`src/rtl/hwag_angle_ch_if.sv`:
```
// Register write bus for the HWAG angle channel block.
// master drives writes (CPU side / bench), slave is the channel block.
`timescale 1ns/1ps
interface hwag_angle_ch_if #(
  parameter int CH_NUM    = 4,
  parameter int ANG_WIDTH = 12
) ();
  localparam int AW = $clog2(CH_NUM) + 2;

  logic                 wr_en;
  logic [AW-1:0]        wr_addr;
  logic [ANG_WIDTH-1:0] wr_data;

  modport master (output wr_en, output wr_addr, output wr_data);
  modport slave  (input  wr_en, input  wr_addr, input  wr_data);
endinterface

```
`src/rtl/hwag_angle_ch.sv`:
```
// Multi-channel crank-angle window generator driven by the HWAG angle counter.
// Each channel drives ch_out high inside [set, reset) on the 0..ANG_TOP scale;
// window angles are double-buffered and transfer at the angle wrap.
// Optional macro HWAG_CH_IRQ_EN adds per-channel rise flags and an irq output.
//
// state | meaning
// IDLE  | HWAG not synchronized or channel disabled, output low
// WAIT  | tracking angle, outside window, output low
// ON    | angle inside window, output high
`timescale 1ns/1ps
module hwag_angle_ch #(
  parameter int CH_NUM    = 4,
  parameter int ANG_WIDTH = 12,
  parameter int ANG_TOP   = 3839
) (
  input  logic                clk,
  input  logic                rst,
  input  logic                hwag_start,
  input  logic [23:0]         acnt_in,
  hwag_angle_ch_if.slave      bus,
  output logic [CH_NUM-1:0]   ch_out,
  output logic [2*CH_NUM-1:0] ch_state
`ifdef HWAG_CH_IRQ_EN
  ,
  output logic [CH_NUM-1:0]   irq_flags,
  input  logic [CH_NUM-1:0]   irq_clr,
  output logic                irq
`endif
);

  typedef enum logic [1:0] {IDLE = 2'd0, WAIT = 2'd1, ON = 2'd2} state_t;

  // Written angles above the last valid angle are clamped so a bad write
  // cannot create a window edge the counter never reaches.
  localparam logic [ANG_WIDTH-1:0] ANG_MAX = ANG_WIDTH'(ANG_TOP);

  logic [ANG_WIDTH-1:0] pend_set [CH_NUM];
  logic [ANG_WIDTH-1:0] pend_rst [CH_NUM];
  logic [ANG_WIDTH-1:0] act_set  [CH_NUM];
  logic [ANG_WIDTH-1:0] act_rst  [CH_NUM];
  logic [ANG_WIDTH-1:0] eff_set  [CH_NUM];
  logic [ANG_WIDTH-1:0] eff_rst  [CH_NUM];
  state_t               state    [CH_NUM];
  logic [CH_NUM-1:0]    en;
  logic [23:0]          acnt_d;

  logic                 step;
  logic                 wrap;
  int                   wr_ch;
  logic [ANG_WIDTH-1:0] wr_ang;
  logic [CH_NUM-1:0]    wr_set, wr_rst, wr_ctl;
  logic [CH_NUM-1:0]    en_nxt, xfer, in_win;

  // Step/wrap detect, write decode and wrap-aware window test per channel.
  always_comb begin
    step   = hwag_start && (acnt_in != acnt_d);
    wrap   = step && (acnt_in < acnt_d);
    wr_ch  = int'(bus.wr_addr >> 2);
    wr_ang = (bus.wr_data > ANG_MAX) ? ANG_MAX : bus.wr_data;
    wr_set = '0;
    wr_rst = '0;
    wr_ctl = '0;
    en_nxt = '0;
    xfer   = '0;
    in_win = '0;
    for (int c = 0; c < CH_NUM; c++) begin
      wr_set[c] = bus.wr_en && (wr_ch == c) && (bus.wr_addr[1:0] == 2'd0);
      wr_rst[c] = bus.wr_en && (wr_ch == c) && (bus.wr_addr[1:0] == 2'd1);
      wr_ctl[c] = bus.wr_en && (wr_ch == c) && (bus.wr_addr[1:0] == 2'd2);
      en_nxt[c] = wr_ctl[c] ? bus.wr_data[0] : en[c];
      xfer[c]   = wrap || !hwag_start || !en[c];
      // The window test in a transfer cycle already sees the new angles.
      eff_set[c] = xfer[c] ? pend_set[c] : act_set[c];
      eff_rst[c] = xfer[c] ? pend_rst[c] : act_rst[c];
      if (eff_set[c] < eff_rst[c])
        in_win[c] = (acnt_in >= 24'(eff_set[c])) && (acnt_in < 24'(eff_rst[c]));
      else if (eff_set[c] > eff_rst[c])
        in_win[c] = (acnt_in >= 24'(eff_set[c])) || (acnt_in < 24'(eff_rst[c]));
      else
        in_win[c] = 1'b0;
    end
  end

  // Registers, double-buffer transfer and per-channel state machine.
  always_ff @(posedge clk or negedge rst) begin
    if (!rst) begin
      acnt_d <= '0;
      en     <= '0;
      ch_out <= '0;
      for (int c = 0; c < CH_NUM; c++) begin
        pend_set[c] <= '0;
        pend_rst[c] <= '0;
        act_set[c]  <= '0;
        act_rst[c]  <= '0;
        state[c]    <= IDLE;
      end
`ifdef HWAG_CH_IRQ_EN
      irq_flags <= '0;
`endif
    end else begin
      acnt_d <= acnt_in;
      for (int c = 0; c < CH_NUM; c++) begin
        if (wr_set[c]) pend_set[c] <= wr_ang;
        if (wr_rst[c]) pend_rst[c] <= wr_ang;
        if (wr_ctl[c]) en[c] <= bus.wr_data[0];
        if (xfer[c]) begin
          act_set[c] <= pend_set[c];
          act_rst[c] <= pend_rst[c];
        end
`ifdef HWAG_CH_IRQ_EN
        if (irq_clr[c]) irq_flags[c] <= 1'b0;
`endif
        if (!hwag_start || !en_nxt[c]) begin
          state[c]  <= IDLE;
          ch_out[c] <= 1'b0;
        end else begin
          case (state[c])
            IDLE: if (!step) state[c] <= WAIT;
            WAIT: if (step && in_win[c]) begin
              state[c]  <= ON;
              ch_out[c] <= 1'b1;
`ifdef HWAG_CH_IRQ_EN
              irq_flags[c] <= 1'b1;
`endif
            end
            ON: if (step && !in_win[c]) begin
              state[c]  <= WAIT;
              ch_out[c] <= 1'b0;
            end
            default: begin
              state[c]  <= IDLE;
              ch_out[c] <= 1'b0;
            end
          endcase
        end
      end
    end
  end

  // Pack per-channel state codes for debug.
  always_comb begin
    ch_state = '0;
    for (int c = 0; c < CH_NUM; c++) ch_state[2*c +: 2] = state[c];
  end

`ifdef HWAG_CH_IRQ_EN
  assign irq = |irq_flags;
`endif

endmodule

```
`src/flat_wrapper.sv`:
```
// flat-port wrapper written by rule: the top's interface ports become plain ports
module hwag_angle_ch_flat 
#(
  parameter int CH_NUM    = 4,
  parameter int ANG_WIDTH = 12,
  parameter int ANG_TOP   = 3839
)
  (clk, rst, hwag_start, acnt_in, ch_out, ch_state, bus_wr_en, bus_wr_addr, bus_wr_data);
  hwag_angle_ch_if #(.CH_NUM(CH_NUM), .ANG_WIDTH(ANG_WIDTH)) bus_i ();
  input  logic clk;
  input  logic rst;
  input  logic hwag_start;
  input  logic [23:0] acnt_in;
  output logic [CH_NUM-1:0] ch_out;
  output logic [2*CH_NUM-1:0] ch_state;
  input wire logic [$bits(bus_i.wr_en)-1:0] bus_wr_en;
  input wire logic [$bits(bus_i.wr_addr)-1:0] bus_wr_addr;
  input wire logic [$bits(bus_i.wr_data)-1:0] bus_wr_data;
  assign bus_i.wr_en = bus_wr_en;
  assign bus_i.wr_addr = bus_wr_addr;
  assign bus_i.wr_data = bus_wr_data;
  hwag_angle_ch #(.CH_NUM(CH_NUM), .ANG_WIDTH(ANG_WIDTH), .ANG_TOP(ANG_TOP)) u_core (.clk(clk), .rst(rst), .hwag_start(hwag_start), .acnt_in(acnt_in), .bus(bus_i), .ch_out(ch_out), .ch_state(ch_state));
endmodule
```
`config.mk`:
```
export PLATFORM = sky130hd
export DESIGN_NAME = hwag_angle_ch_flat
export DESIGN_NICKNAME = d
export VERILOG_FILES = /design/src/rtl/hwag_angle_ch_if.sv /design/src/rtl/hwag_angle_ch.sv /design/src/flat_wrapper.sv
export SDC_FILE = /design/constraint.sdc
export NUM_CORES = 1
export LEC_CHECK = 0
export BUFFER_PORTS_ARGS = -buffer_cell sky130_fd_sc_hd__buf_4
export CORE_MARGIN = 10
export CORE_UTILIZATION = 65
export CTS_CLUSTER_SIZE = 40
export DETAILED_ROUTE_END_ITERATION = 12
export PLACE_DENSITY_LB_ADDON = 0.15
export RECOVER_POWER = 100
export SLEW_MARGIN = 20
export SYNTH_ARGS = -nofsm -noshare
export SYNTH_HDL_FRONTEND = slang
export SYNTH_SLANG_ARGS = --single-unit
```
`constraint.sdc`:
```
create_clock -name clk -period 13.9 [get_ports clk]
set_input_delay 2.78 -clock clk [delete_from_list [all_inputs] [get_ports clk]]
set_output_delay 2.78 -clock clk [all_outputs]
set_load 0.02 [all_outputs]
```
After elaboration in Yosys (flattened, before gate mapping)
Cells that the tools add are included.
{ "classes": {"n_mux": 54, "n_lt_le_gt_ge": 18, "reduce_logical": 70, "eq_ne": 30} }
{ "ops": {"columns": ["cell", "count"], "rows": [
  ["$mux 12", 9],
  ["$ge 24x12->1", 4],
  ["$lt 24x12->1", 4],
  ["$gt 12x12->1", 4],
  ["$lt 12x12->1", 4],
  ["$logic_not 32->1", 1],
  ["$logic_and 1x1->1", 30],
  ["$mux 2", 13],
  ["$lt 24x24->1", 1],
  ["$mux 1", 24],
  ["$ne 24x24->1", 1],
  ["$ne 3x1->1 const B", 8],
  ["$pmux 2 s3", 4],
  ["$reduce_and 3->1", 8],
  ["$eq 2x2->1 const B", 7],
  ["$logic_not 1->1", 13],
  ["$logic_or 1x1->1", 13],
  ["$eq 2x1->1 const B", 6],
  ["$gt 12x12->1 const B", 1],
  ["$ne 3x3->1 const B", 4],
  ["$pmux 1 s3", 4],
  ["$logic_not 2->1", 5],
  ["$ne 2x1->1 const B", 4]
]} }
{ "word_totals": {"word_cells": 198, "out_inout_bits": 12, "inputBits": 44, "reg_bits": 232} }

Depth between registers and ports, before layout
{ "depth": {"depth_word": 15, "depth_mapped": 22, "ltp_nobuf": 20} }

Least setup slack after synthesis
No wires, ideal clock.
{ "synth_timing": {"kind": "input to register", "from": "input acnt_in[23]", "to": "register u_core.state, in the netlist u_core.ch_state[3]", "setup_time_ps": 78, "slack_ps": 6797, "stages": 18, "t_arrival_ps": 7026, "required_time_ps": 13822, "cell_sequence": "ha_1 > nand4_1 > nor3_1 > a22oi_4 > a31oi_4 > clkbuf_1 > mux2_2 > ha_1 > nor2b_1 > o21a_1 > o21a_1 > o21ai_0 > nand3b_1 > a221oi_2 > mux2i_1 > a21oi_1 > or3_1 > a21oi_1"} }
{ "synth_rtl": {"columns": ["item", "line", "rtl"], "rows": [
  ["start: declaration", "flat_wrapper.sv:13", "input logic [23:0] acnt_in;"],
  ["end signal: indexed assignment", "hwag_angle_ch.sv:95", "state[c] <= IDLE;"],
  ["end signal: indexed assignment", "hwag_angle_ch.sv:114", "state[c] <= IDLE;"],
  ["end signal: indexed assignment", "hwag_angle_ch.sv:118", "IDLE: if (!step) state[c] <= WAIT;"],
  ["end: declaration", "hwag_angle_ch.sv:43", "state_t state [CH_NUM];"]
]} }

==> impl_metrics.tcl <==
set metrics [dict create \
    status "finished, violations left" \
    violations "capacitance limit, slew limit" \
    cts_resized 0 \
    grt_usage_pct 24.2 \
    endpoint_kind "flop" \
    yosysMostFrequentCell "dfrtp_1" \
    root_buffer "clkbuf_16" \
    grt_pass1_vias 9386 \
    drive_gt1_share_pct 7.29 \
    fin_area_mm2 0.0139 \
    start_util_pct 66.9 \
    period_share_pct 64.2 \
    cts_max_path_buffers 3 \
    rsz0062_at_grt "no" \
    port-buffer-count 55 \
    overflow 0 \
    drt_iter0_drc 644 \
    cts_num_sinks 232 \
    die_area_mm2 0.0254 \
    clk_pin_slew_ps 60 \
    synth_top_area_cell "dfrtp_1" \
    setup_viol 0 \
    nNetsFinal 1457 \
    hold_path.class "flop to flop" \
    synth_nets 1395 \
    async_flop_share_pct 100 \
    worst-setup-path-type "input port to flop" \
    die_w_um 159 \
    critPathLaunchType "input port" \
    ir_drop_v 0.000105 \
    fin_crit_ps 8920 \
    syn_to_final_growth_pct 10.0 \
    worst_slew_pin_slew_ps 5690 \
    routed_wl_um 31100 \
    numCtsBuffers 25 \
    fillers 1423 \
    syn-mean-instance-area_um2 10.5 \
    pin_count 56 \
    arrival_ps 9330 \
    relSlewSlack_pct -279 \
    ys_seq_elements 232 \
    rows 50 \
    synth_edf_count 0 \
    finalPower_mw 2.12 \
    ys_types 72 \
    critPathMaxFanout 21 \
    post_cts_buffers 0 \
    layout.cells.non_filler 1535 \
    hold_buffers 0 \
    leakagePower_nw 6.74 \
    fin_setup_tns_ps 0 \
    synthTopCellsByArea "dfrtp_1, ha_1, mux2i_1" \
    synthTopCellsByCount "dfrtp_1, ha_1, inv_1" \
    grt_start_max_net_pins 112 \
    yosysSeqAreaShare_pct 45.9 \
    finalMaxSlewViolations 268 \
    synthFlopType "dfrtp_1" \
    rrSetupSlack_ps 7540 \
    drc 0 \
    dr_total_vias 9216 \
    grt_pass1_wl_um 49800 \
    wire_per_inst_um 20.3 \
    whs_ps 480 \
    htree_levels 1 \
    yosys.area.top_type_share_pct 45.9 \
    yosysWarnings 0 \
    design.core.area_mm2 0.0189 \
    antenna_found_initial 0 \
    power_density_mw_per_mm2 152 \
    cp.required_ps 14310 \
    num_antenna_cells 0 \
    placed_cells 1493 \
    gp_congestion 0.885 \
    post_drt_via_cell_ratio 6.00 \
    fp.dieH_um 159 \
    postSynthCellCount 1199 \
    hpwl_um 22200 \
    hold_violations 0 \
    syn_area_mm2 0.0126 \
    placed_cell_area_mm2 0.0134 \
    skew_ps 10.9 \
    cts_tree "built" \
    clock.fmax_ghz 0.112 \
    clock_latency_ps 520 \
    cap_violations 6 \
    firstDrtPassIters 5 \
    ant_nets 0 \
]
[report_power, final]
part | switching (mW) | internal (mW)
clock | 0.257 | 0.359
combinational | 0.365 | 0.254
sequential | 0.0676 | 0.818
[placed cells by master, fill, tap and decap left out, types with 4 or more instances in the layout]
cell type    n
nand3_1     16
a211oi_1     4
a21oi_1     85
nand2b_1    19
buf_4       18
nor4_1       5
mux2_1      25
nand3b_1     4
mux2i_1     74
o21ai_0     77
o21a_1       5
clkbuf_1    53
maj3_1       6
nand4_1     18
mux2_2      30
clkbuf_16   25
a31oi_1      5
nor2b_1     18
o21ai_1      5
o31ai_1      6
ha_1       152
nand2_1     76
and3_1       5
xor2_1       5
nor2_1      70
dfrtp_1    232
a21o_1      21
nor3_1       9
o2111ai_1    5
clkbuf_8     6
inv_1      133
[path summary, 6_finish.rpt]
check	startpoint	cells after the start	end
worst max-delay path	acnt_in[5]	20	u_core.ch_state[1]$_DFFE_PN0P_
worst min-delay path	u_core.pend_set[1]$_DFFE_PN0P_	2	u_core.pend_set[1]$_DFFE_PN0P_
worst max register to register	u_core.acnt_d[23]$_DFF_PN0_	19	u_core.ch_out[2]$_DFFE_PN0P_
worst min register to register	u_core.pend_set[1]$_DFFE_PN0P_	2	u_core.pend_set[1]$_DFFE_PN0P_
max in group asynchronous	rst	2	u_core.pend_set[27]$_DFFE_PN0P_
min in group asynchronous	rst	1	u_core.pend_rst[46]$_DFFE_PN0P_
[cell type report]
| type | count | area (um^2) | share of cell area (%) |
|---|---|---|---|
| multi-input cells | 804 | 6220 | 44.7 |
| flip-flops and latches | 232 | 5810 | 41.7 |
| clock buffers | 37 | 731 | 5.25 |
| inverters | 133 | 499 | 3.59 |
| well taps | 260 | 325 | 2.34 |
| repair buffers | 65 | 312 | 2.24 |
| clock inverters | 4 | 22.5 | 0.162 |
[state kept, by name (all words and copies together), names as in the netlist]
register         count
u_core.pend_set     48
u_core.acnt_d       24
u_core.en            4
u_core.ch_state      8
u_core.act_rst      48
u_core.pend_rst     48
u_core.act_set      48
u_core.ch_out        4
[logic make-up after synthesis]
family          Yosys count  synth area share (%)
buf+inv                 163                  4.92
fa+ha+maj               160                  15.7
flops                   232                  45.9
xor+xnor                  8                 0.554
simple gates            251                  9.47
mux                     129                  10.8
compound gates          256                  12.6
[routing by layer]
layer,routed length [um],part of all wire (%),up-vias,track usage (%)
met1,13400,43,4578,31.2
li1,-,-,4338,-
met4,1130,3.6,0,9.77
met5,0,0,-,0
met2,14900,48,226,39.6
met3,1660,5.3,74,4.00
[per-stage QoR]
stage	setup slack (ps)	util, %
2_1_floorplan	6800	-
3_3_place_gp	5890	70.8
3_5_place_dp	5770	70.9
4_1_cts	6280	74.9
5_1_grt	3830	73.7
6_report	4980	73.7
[critical path, stage by stage]
cell and delay (ps):
clkbuf_1 640, ha_1 380, a21oi_1 160, o21ai_0 120, o41ai_1 1150, a31oi_1 690, clkbuf_1 680, mux2i_1 490
inv_1 120, ha_1 310, a21o_1 180, a21o_1 170, a21oi_1 160, o21ai_0 100, a21oi_1 140, o21ai_0 160
o41ai_1 130, a2bb2oi_1 390, nand2_1 100, a41o_1 250
No activity file was read; power rests on OpenSTA's default activity.
